**config.mk**
```make
export PLATFORM = sky130hd
export DESIGN_NAME = ysyx_23060236_lsu_flat
export DESIGN_NICKNAME = d
export VERILOG_FILES = /design/src/rtl/ysyx_23060236_pkg.sv /design/src/rtl/ysyx_23060236_lsu_if.sv /design/src/rtl/ysyx_23060236_lsu_align.sv /design/src/rtl/ysyx_23060236_lsu.sv /design/src/flat_wrapper.sv
export SDC_FILE = /design/constraint.sdc
export NUM_CORES = 1
export LEC_CHECK = 0
export BUFFER_PORTS_ARGS = -buffer_cell sky130_fd_sc_hd__buf_4
export CAP_MARGIN = 20
export CELL_PAD_IN_SITES_DETAIL_PLACEMENT = 1
export CELL_PAD_IN_SITES_GLOBAL_PLACEMENT = 1
export CORE_UTILIZATION = 38
export CTS_CLUSTER_DIAMETER = 150
export DETAILED_ROUTE_END_ITERATION = 7
export HOLD_SLACK_MARGIN = 0.08
export PLACE_DENSITY = 0.92
export SLEW_MARGIN = 20
export SYNTH_ARGS = -nofsm -noshare
export SYNTH_HDL_FRONTEND = slang
export SYNTH_SLANG_ARGS = --single-unit
export TNS_END_PERCENT = 20
```
**constraint.sdc**
```tcl
create_clock -name clock -period 4.21 [get_ports clock]
set_clock_uncertainty 0.05 [all_clocks]
set_input_delay 0.842 -clock clock [delete_from_list [all_inputs] [get_ports clock]]
set_output_delay 0.842 -clock clock [all_outputs]
set_load 0.005 [all_outputs]
```
**src/rtl/ysyx_23060236_pkg.sv**
```systemverilog
// Shared definitions for the ysyx_23060236 load/store unit: funct3 size codes,
// FSM state encoding and the access-size decode helper.
package ysyx_23060236_pkg;

  localparam logic [2:0] F3_B  = 3'b000;
  localparam logic [2:0] F3_H  = 3'b001;
  localparam logic [2:0] F3_W  = 3'b010;
  localparam logic [2:0] F3_BU = 3'b100;
  localparam logic [2:0] F3_HU = 3'b101;

  localparam logic [1:0] ST_IDLE = 2'd0;
  localparam logic [1:0] ST_REQ  = 2'd1;
  localparam logic [1:0] ST_RESP = 2'd2;
  localparam logic [1:0] ST_DONE = 2'd3;

  typedef enum logic [1:0] {
    SZ_B = 2'd0,
    SZ_H = 2'd1,
    SZ_W = 2'd2
  } acc_size_e;

  // Unsigned byte/half codes only exist for loads; any unknown code is a word.
  function automatic acc_size_e access_size(input logic [2:0] funct3, input logic is_store);
    acc_size_e size;
    size = SZ_W;
    if (funct3 == F3_B || (!is_store && funct3 == F3_BU)) begin
      size = SZ_B;
    end else if (funct3 == F3_H || (!is_store && funct3 == F3_HU)) begin
      size = SZ_H;
    end
    return size;
  endfunction

endpackage

```
**src/rtl/ysyx_23060236_lsu_if.sv**
```systemverilog
// Single-outstanding request/response memory port used by the load/store unit.
interface ysyx_23060236_lsu_if #(
  parameter int ADDR_W = 32
);

  logic              mem_req_valid;
  logic              mem_req_ready;
  logic              mem_req_wen;
  logic [ADDR_W-1:0] mem_req_addr;
  logic [31:0]       mem_req_wdata;
  logic [3:0]        mem_req_wstrb;
  logic              mem_rsp_valid;
  logic [31:0]       mem_rsp_rdata;
  logic              mem_rsp_err;

  modport master (
    output mem_req_valid, mem_req_wen, mem_req_addr, mem_req_wdata, mem_req_wstrb,
    input  mem_req_ready, mem_rsp_valid, mem_rsp_rdata, mem_rsp_err
  );

  modport slave (
    input  mem_req_valid, mem_req_wen, mem_req_addr, mem_req_wdata, mem_req_wstrb,
    output mem_req_ready, mem_rsp_valid, mem_rsp_rdata, mem_rsp_err
  );

endinterface

```
**src/rtl/ysyx_23060236_lsu_align.sv**
```systemverilog
// Combinational byte-lane logic: store strobes/replication, load extract and
// extension, and the misalignment flag for a given size and address offset.
module ysyx_23060236_lsu_align
  import ysyx_23060236_pkg::*;
(
  input  logic [2:0]  funct3,
  input  logic        is_store,
  input  logic [1:0]  offset,
  input  logic [31:0] store_data,
  input  logic [31:0] load_word,
  output logic [3:0]  wstrb,
  output logic [31:0] wdata,
  output logic [31:0] load_data,
  output logic        misaligned
);

  acc_size_e   size;
  logic [15:0] shifted;

  always_comb begin
    size       = access_size(funct3, is_store);
    shifted    = 16'(load_word >> {offset, 3'b000});
    wstrb      = 4'b1111;
    wdata      = store_data;
    load_data  = load_word;
    misaligned = (offset != 2'b00);
    case (size)
      SZ_B: begin
        wstrb      = 4'b0001 << offset;
        wdata      = {4{store_data[7:0]}};
        load_data  = funct3[2] ? {24'b0, shifted[7:0]} : {{24{shifted[7]}}, shifted[7:0]};
        misaligned = 1'b0;
      end
      SZ_H: begin
        wstrb      = 4'b0011 << offset;
        wdata      = {2{store_data[15:0]}};
        load_data  = funct3[2] ? {16'b0, shifted} : {{16{shifted[15]}}, shifted};
        misaligned = offset[0];
      end
      default: begin
      end
    endcase
  end

endmodule

```
**src/rtl/ysyx_23060236_lsu.sv**
```systemverilog
// Load/store stage: accepts one instruction, runs at most one memory access,
// and hands the result to writeback over a valid/ready handshake.
module ysyx_23060236_lsu
  import ysyx_23060236_pkg::*;
#(
  parameter int ADDR_W = 32,
  parameter int DATA_W = 32
) (
  input  logic                clock,
  input  logic                reset,
  input  logic                in_valid,
  output logic                in_ready,
  input  logic [ADDR_W-1:0]   in_addr,
  input  logic [DATA_W-1:0]   in_wdata,
  input  logic [2:0]          in_funct3,
  input  logic                in_ren,
  input  logic                in_wen,
  input  logic [3:0]          in_rd,
  input  logic                in_reg_wen,
  ysyx_23060236_lsu_if.master mem,
  output logic                out_valid,
  input  logic                out_ready,
  output logic [3:0]          out_rd,
  output logic                out_reg_wen,
  output logic [DATA_W-1:0]   out_data,
  output logic                out_fault
);

  logic [1:0]        state;
  logic [ADDR_W-1:0] r_addr;
  logic [DATA_W-1:0] r_wdata;
  logic [2:0]        r_funct3;
  logic              r_store;
  logic              r_load;
  logic              r_reg_wen;

  logic              sel_in;
  logic [2:0]        al_funct3;
  logic              al_store;
  logic [1:0]        al_offset;
  logic [3:0]        al_wstrb;
  logic [31:0]       al_wdata;
  logic [31:0]       al_rdata;
  logic              al_misaligned;

  // In IDLE the aligner judges the incoming instruction; afterwards it formats the latched one.
  assign sel_in    = (state == ST_IDLE);
  assign al_funct3 = sel_in ? in_funct3 : r_funct3;
  assign al_store  = sel_in ? in_wen : r_store;
  assign al_offset = sel_in ? in_addr[1:0] : r_addr[1:0];

  ysyx_23060236_lsu_align u_align (
    .funct3     (al_funct3),
    .is_store   (al_store),
    .offset     (al_offset),
    .store_data (r_wdata),
    .load_word  (mem.mem_rsp_rdata),
    .wstrb      (al_wstrb),
    .wdata      (al_wdata),
    .load_data  (al_rdata),
    .misaligned (al_misaligned)
  );

  assign in_ready          = (state == ST_IDLE);
  assign out_valid         = (state == ST_DONE);
  assign mem.mem_req_valid = (state == ST_REQ);
  assign mem.mem_req_wen   = r_store;
  assign mem.mem_req_addr  = {r_addr[ADDR_W-1:2], 2'b00};
  assign mem.mem_req_wdata = al_wdata;
  assign mem.mem_req_wstrb = r_store ? al_wstrb : 4'b0000;

  always_ff @(posedge clock or negedge reset) begin
    if (!reset) begin
      state       <= ST_IDLE;
      r_addr      <= '0;
      r_wdata     <= '0;
      r_funct3    <= 3'b000;
      r_store     <= 1'b0;
      r_load      <= 1'b0;
      r_reg_wen   <= 1'b0;
      out_rd      <= 4'd0;
      out_reg_wen <= 1'b0;
      out_data    <= '0;
      out_fault   <= 1'b0;
    end else begin
      case (state)
        ST_IDLE: begin
          if (in_valid) begin
            r_addr    <= in_addr;
            r_wdata   <= in_wdata;
            r_funct3  <= in_funct3;
            r_store   <= in_wen;
            r_load    <= in_ren & ~in_wen;
            r_reg_wen <= in_reg_wen;
            out_rd    <= in_rd;
            if (!in_ren && !in_wen) begin
              out_data    <= DATA_W'(in_addr);
              out_reg_wen <= in_reg_wen;
              out_fault   <= 1'b0;
              state       <= ST_DONE;
            end else if (al_misaligned) begin
              out_data    <= DATA_W'(in_addr);
              out_reg_wen <= 1'b0;
              out_fault   <= 1'b1;
              state       <= ST_DONE;
            end else begin
              state <= ST_REQ;
            end
          end
        end
        ST_REQ: begin
          if (mem.mem_req_ready) begin
            state <= ST_RESP;
          end
        end
        ST_RESP: begin
          if (mem.mem_rsp_valid) begin
            out_fault   <= mem.mem_rsp_err;
            out_reg_wen <= r_load & r_reg_wen & ~mem.mem_rsp_err;
            out_data    <= r_store ? DATA_W'(r_addr) : al_rdata;
            state       <= ST_DONE;
          end
        end
        default: begin
          if (out_ready) begin
            state <= ST_IDLE;
          end
        end
      endcase
    end
  end

endmodule
```
**src/flat_wrapper.sv**
```systemverilog
// flat-port wrapper written by rule: the top's interface ports become plain ports
module ysyx_23060236_lsu_flat import ysyx_23060236_pkg::*;
#(
  parameter int ADDR_W = 32,
  parameter int DATA_W = 32
)
  (clock, reset, in_valid, in_ready, in_addr, in_wdata, in_funct3, in_ren, in_wen, in_rd, in_reg_wen, out_valid, out_ready, out_rd, out_reg_wen, out_data, out_fault, mem_mem_req_valid, mem_mem_req_wen, mem_mem_req_addr, mem_mem_req_wdata, mem_mem_req_wstrb, mem_mem_req_ready, mem_mem_rsp_valid, mem_mem_rsp_rdata, mem_mem_rsp_err);
  ysyx_23060236_lsu_if #(.ADDR_W(ADDR_W)) mem_i ();
  input  logic clock;
  input  logic reset;
  input  logic in_valid;
  output logic in_ready;
  input  logic [ADDR_W-1:0] in_addr;
  input  logic [DATA_W-1:0] in_wdata;
  input  logic [2:0] in_funct3;
  input  logic in_ren;
  input  logic in_wen;
  input  logic [3:0] in_rd;
  input  logic in_reg_wen;
  output logic out_valid;
  input  logic out_ready;
  output logic [3:0] out_rd;
  output logic out_reg_wen;
  output logic [DATA_W-1:0] out_data;
  output logic out_fault;
  output wire logic [$bits(mem_i.mem_req_valid)-1:0] mem_mem_req_valid;
  output wire logic [$bits(mem_i.mem_req_wen)-1:0] mem_mem_req_wen;
  output wire logic [$bits(mem_i.mem_req_addr)-1:0] mem_mem_req_addr;
  output wire logic [$bits(mem_i.mem_req_wdata)-1:0] mem_mem_req_wdata;
  output wire logic [$bits(mem_i.mem_req_wstrb)-1:0] mem_mem_req_wstrb;
  input wire logic [$bits(mem_i.mem_req_ready)-1:0] mem_mem_req_ready;
  input wire logic [$bits(mem_i.mem_rsp_valid)-1:0] mem_mem_rsp_valid;
  input wire logic [$bits(mem_i.mem_rsp_rdata)-1:0] mem_mem_rsp_rdata;
  input wire logic [$bits(mem_i.mem_rsp_err)-1:0] mem_mem_rsp_err;
  assign mem_mem_req_valid = mem_i.mem_req_valid;
  assign mem_mem_req_wen = mem_i.mem_req_wen;
  assign mem_mem_req_addr = mem_i.mem_req_addr;
  assign mem_mem_req_wdata = mem_i.mem_req_wdata;
  assign mem_mem_req_wstrb = mem_i.mem_req_wstrb;
  assign mem_i.mem_req_ready = mem_mem_req_ready;
  assign mem_i.mem_rsp_valid = mem_mem_rsp_valid;
  assign mem_i.mem_rsp_rdata = mem_mem_rsp_rdata;
  assign mem_i.mem_rsp_err = mem_mem_rsp_err;
  ysyx_23060236_lsu #(.ADDR_W(ADDR_W), .DATA_W(DATA_W)) u_core (.clock(clock), .reset(reset), .in_valid(in_valid), .in_ready(in_ready), .in_addr(in_addr), .in_wdata(in_wdata), .in_funct3(in_funct3), .in_ren(in_ren), .in_wen(in_wen), .in_rd(in_rd), .in_reg_wen(in_reg_wen), .mem(mem_i), .out_valid(out_valid), .out_ready(out_ready), .out_rd(out_rd), .out_reg_wen(out_reg_wen), .out_data(out_data), .out_fault(out_fault));
endmodule
```
==> impl_summary.md <==
Status
The run finished with clean final reports.

Pwr
Per report_power, the clock group accounts for 10.5% of the total. In this run the power density over the cells is 935.4 nW/µm². Net switching is 44.71% of the power. The completed layout was analyzed and its total power is 7.827 mW. In this run the static leakage power is 3.869 nW. The internal power consumption is 4.327 mW. The total net switching power is around 3.5 mW. Sequential cells burn between 20% and 30% of the power. The combinational group share of total power is 62.4%. The maximum VDD drop is 0.3962 mV.

Synth
In this run, synthesis inferred 0 flip-flops with an integrated enable. After synthesis, the cell types taking the most area are sky130_fd_sc_hd__dfrtp_1 (42%), sky130_fd_sc_hd__mux2_2 (14%), sky130_fd_sc_hd__buf_4 (4.7%). The most used flip-flop cell after synthesis is sky130_fd_sc_hd__dfrtp_1. Yosys mapped the design onto 56 distinct sky130hd cell types. The cell taking the most area after synthesis is sky130_fd_sc_hd__dfrtp_1. Synthesis produced 665 cells. The total standard cell area after synthesis is 6559 µm². The number of storage elements in the synthesis netlist is 110. The post-synthesis sequential area ratio is about two fifths. Dividing the synthesized area by the synthesized cell count gives 9.863 µm². The area share of the largest cell type after synthesis is between 40% and 50%. In the synthesized netlist the async set-or-reset flop fraction comes to 100.0%. Yosys printed 0 warnings.

Timing
The number of max-slew violations in the final report was 0. The least setup slack across all paths after layout is 0.3669 ns. The transition at the pin with the smallest max-transition slack is 1.044 ns. The worst slew slack as a fraction of its limit is 30.42%. The post-route fraction of the period consumed by the critical path is about nine tenths. Hold timing on the final database bottoms out at a slack of 0.4413 ns. Setup repair after global routing left no endpoint under its margin. Setup violations remaining at the end of the flow were counted as 0. The sum of negative setup slack is 0 ns. The number of failing hold endpoints at the final stage was 0. The maximum operating frequency is 260.2 MHz. The shortest period the worst path allows is 3.843 ns.

Detailed routing
The remaining routing DRC violations is 0. Dividing the detail-routed via count by the number of cells gives 5.854. After detailed routing, the average wire length per cell comes to 22.52 µm.

Summed over all layers, the routed wires come to 23560 µm. The number of DRC violations after detailed-routing iteration 0 is 450. Before antenna repair, the detailed router went through 4 iterations.

The routed via count is 6123. Once detail routing completed, the nets flagged for antenna violations numbered 0.

Critical path
The start of the worst register-to-register path is u_core.state[0]$_DFFE_PN0P_. The minimum setup slack among reg-to-reg paths is 0.76 ns. Traced cell by cell, the critical path runs through inv_1 -> ha_2 -> or3_1 -> o31ai_1 -> buf_4 -> or2_2 -> nor2_1 -> a31oi_1 -> buf_4. The worst register-to-register path ends at u_core.out_data[14]$_DFFE_PN0P_.

Among all stages on the critical path, the largest delay is contributed by sky130_fd_sc_hd__or2_2. The most numerous cell on the critical path is sky130_fd_sc_hd__buf_4. The most critical setup path has its startpoint at u_core.state[0]$_DFFE_PN0P_.

The critical path data required time is 3.32 ns. The startpoint type of the worst setup path is a flop. The capture point of the worst path is mem_mem_req_wdata[30]. For this run, the slowest stage of the critical path takes 0.57 ns. The number of cells traversed by the worst register-to-register path is 9.

Along the worst path, the maximum fanout reaches 35. The setup path with the least slack is of type flop to output port. The worst path arrival time is 2.95 ns. STA classifies the critical path endpoint as an output port.

Final layout
In the final design database the tool counted around 940 nets. The post-route cell area is 8367 µm². The final core area utilization is 50.10%. In the final layout, the multi-input gates occupy 3192 µm².

The share of post-route cells with drive strength above 1 is 42.98%. The number of fillers in the final layout is approximately 1900. After the flow finishes, the layout carries non-filler instances totaling 1046. 0 antenna diodes ended up in the layout. Compared with the post-synthesis result, the final layout area differs by 27.57%. Across the whole layout, storage elements account for 2753 µm².

Floorplanning
Once the floorplan was initialized, standard cells occupied 39.27% of the core. The area of the core is 16700 µm². The width of the die is 133.4 µm. The die is ~130 µm tall.

The floorplan die area is 17790 µm². The number of top-level pins is about 220. Row generation in the floorplan step produced 47 rows.

Global routing
After global routing the overflow that remains totals 0. The number of antenna violations at the first check in global routing came to 0. The number of global-route vias before repair is 6293. The global-route wire length before repair is 36360 µm. In the global route stage, overall resource usage came out at 26.55%. The maximum number of pins on one net before global-route repair is 78.

Clock tree
The clock passes through at most 2 buffers. The clock latency reported for the late side of the worst-skew pair is 0.36 ns. The clock slew at the register clock pins of the worst setup and hold paths is 0.07 ns. The maximum level of the CTS H-tree is 3.

Buffers inserted to repair hold after CTS numbered 0. The number of post-CTS setup repair buffers is 0. TritonCTS built the clock tree. In this run, CTS created clock tree buffers numbering 9.

The number of clock sinks is 110. Gates resized during post-CTS repair numbered 0. The tree is rooted in a sky130_fd_sc_hd__clkbuf_16.

Min path
The worst hold path belongs to the class flop to flop.

Run
The number of violations of the max-capacitance limit is 0.

Placement
The final weighted congestion of routability-driven global placement is 0.8572. Buffers placed on the I/O ports in this run total 220. In this run, placement finished with an instance count of about 1000. The placement-stage worst setup slack is 0.7957 ns. Summing all placed instances gives a cell area of around 8000 µm². Detailed placement finished with a half-perimeter wire length of 17180 µm.
==> metal layers <==
| layer | track usage [%] | up-vias | routed length [µm] |
|---|---|---|---|
| met4 | 13.45 | 0 | 979 |
| met1 | 34.21 | 3102 | 9824 |
| li1 | - | 2701 | - |
| met2 | 42.82 | 253 | 11390 |
| met3 | 4.642 | 67 | 1367 |
| met5 | 0 | - | 0 |
==> worst min-delay path by stage <==
stage,startpoint,endpoint,cells past startpoint
2_1_floorplan,u_core.r_load$_DFFE_PN0P_,u_core.r_load$_DFFE_PN0P_,2
3_3_place_gp,u_core.r_load$_DFFE_PN0P_,u_core.r_load$_DFFE_PN0P_,2
3_5_place_dp,u_core.r_load$_DFFE_PN0P_,u_core.r_load$_DFFE_PN0P_,2
4_1_cts,u_core.r_load$_DFFE_PN0P_,u_core.r_load$_DFFE_PN0P_,2
5_1_grt,u_core.r_wdata[17]$_DFFE_PN0P_,u_core.r_wdata[17]$_DFFE_PN0P_,1
6_report,u_core.r_load$_DFFE_PN0P_,u_core.r_load$_DFFE_PN0P_,2
==> registers in the layout (all words and copies together) (netlist names) <==
name                    count
u_core.r_reg_wen            1
u_core.mem.mem_req_wen      1
u_core.r_addr              32
u_core.out_data            32
u_core.out_rd               4
u_core.r_load               1
u_core.out_reg_wen          1
u_core.state                2
u_core.r_funct3             3
u_core.r_wdata             32
u_core.out_fault            1
==> power groups by stage <==
| stage | logic [mW] | registers (mW) | clock network (mW) |
|---|---|---|---|
| finish | 4.88 | 2.13 | 0.820 |
| global route | 5.27 | 2.19 | 0.870 |
| CTS | 4.86 | 2.11 | 0.833 |
| detailed placement | 4.85 | 2.13 | 0 |
| global placement | 4.66 | 2.09 | 0 |
| floorplan | 3.15 | 1.95 | 0 |
==> worst max-delay path, delay by kind of cell (launching register included) <==
kind / cells / cell delay, ns
adder cells (fa/ha/maj): 1 / 0.26
buffers and inverters: 3 / 0.48
AO/OA/AOI/OAI: 2 / 0.36
AND/OR/NAND/NOR: 3 / 1.08
flip-flops: 1 / 0.41
==> placed cells by master (no fill, tap or decap), types with 2 or more instances in the layout <==
cell type / count
sky130_fd_sc_hd__a211o_1: 16
sky130_fd_sc_hd__a21o_1: 2
sky130_fd_sc_hd__a21oi_1: 47
sky130_fd_sc_hd__a221oi_1: 20
sky130_fd_sc_hd__a221oi_2: 10
sky130_fd_sc_hd__a22oi_1: 6
sky130_fd_sc_hd__a2bb2oi_1: 6
sky130_fd_sc_hd__a31oi_1: 10
sky130_fd_sc_hd__buf_4: 237
sky130_fd_sc_hd__clkbuf_16: 9
sky130_fd_sc_hd__clkinv_4: 2
sky130_fd_sc_hd__clkinvlp_4: 2
sky130_fd_sc_hd__conb_1: 2
sky130_fd_sc_hd__dfrtp_1: 110
sky130_fd_sc_hd__ha_1: 3
sky130_fd_sc_hd__inv_1: 26
sky130_fd_sc_hd__mux2_2: 81
sky130_fd_sc_hd__mux2i_1: 10
sky130_fd_sc_hd__nand2_1: 71
sky130_fd_sc_hd__nand2b_1: 12
sky130_fd_sc_hd__nand4_1: 16
sky130_fd_sc_hd__nor2_1: 31
sky130_fd_sc_hd__nor2_2: 2
sky130_fd_sc_hd__nor2b_1: 3
sky130_fd_sc_hd__nor3_1: 3
sky130_fd_sc_hd__o211ai_1: 3
sky130_fd_sc_hd__o21ai_0: 16
sky130_fd_sc_hd__o21ai_1: 3
sky130_fd_sc_hd__o22a_1: 2
sky130_fd_sc_hd__o22ai_1: 16
sky130_fd_sc_hd__o2bb2ai_1: 13
sky130_fd_sc_hd__o31ai_1: 5
sky130_fd_sc_hd__o32ai_1: 4
sky130_fd_sc_hd__or2_2: 2
sky130_fd_sc_hd__or3_1: 2
==> layout make-up <==
| cell class | count | share of cell area (%) |
|---|---|---|
| Clock buffer | 10 | 2.737 |
| Inverter | 27 | 1.211 |
| Tap cell | 220 | 3.290 |
| Multi-Input combinational cell | 437 | 38.15 |
| Timing Repair Buffer | 237 | 21.27 |
| Sequential cell | 110 | 32.90 |
| Clock inverter | 5 | 0.4486 |
==> cell usage after synthesis, types with 2 or more instances <==
cell type / instances
sky130_fd_sc_hd__buf_6: 3
sky130_fd_sc_hd__buf_4: 41
sky130_fd_sc_hd__nor3_1: 3
sky130_fd_sc_hd__mux2_2: 81
sky130_fd_sc_hd__nand2_1: 72
sky130_fd_sc_hd__a2bb2oi_1: 6
sky130_fd_sc_hd__o32ai_1: 4
sky130_fd_sc_hd__nor2b_1: 3
sky130_fd_sc_hd__buf_2: 9
sky130_fd_sc_hd__nor2_1: 32
sky130_fd_sc_hd__a21o_1: 2
sky130_fd_sc_hd__o22a_1: 2
sky130_fd_sc_hd__nand4_1: 16
sky130_fd_sc_hd__ha_1: 4
sky130_fd_sc_hd__clkbuf_1: 27
sky130_fd_sc_hd__a221oi_1: 20
sky130_fd_sc_hd__mux2i_1: 10
sky130_fd_sc_hd__dfrtp_1: 110
sky130_fd_sc_hd__o31ai_1: 5
sky130_fd_sc_hd__o21ai_0: 16
sky130_fd_sc_hd__o2bb2ai_1: 13
sky130_fd_sc_hd__o21ai_1: 3
sky130_fd_sc_hd__a221oi_2: 10
sky130_fd_sc_hd__a211o_1: 16
sky130_fd_sc_hd__or2_2: 2
sky130_fd_sc_hd__a22oi_1: 6
sky130_fd_sc_hd__nand2b_1: 12
sky130_fd_sc_hd__a21oi_1: 47
sky130_fd_sc_hd__buf_1: 11
sky130_fd_sc_hd__o22ai_1: 16
sky130_fd_sc_hd__a31oi_1: 10
sky130_fd_sc_hd__or3_1: 2
sky130_fd_sc_hd__o211ai_1: 3
sky130_fd_sc_hd__inv_1: 26
==> kinds of logic (layout without fill, tap and decap cells) <==
logic type,Yosys count,after routing,share of synthesized area (%)
compound gates,188,188,21.10
fa+ha+maj,4,4,0.7631
buf+inv,119,279,9.691
flops,110,110,41.97
mux,93,93,16.01
other cells,1,2,0.05718
simple gates,150,150,10.42
No activity file was read; power rests on OpenSTA's default activity.
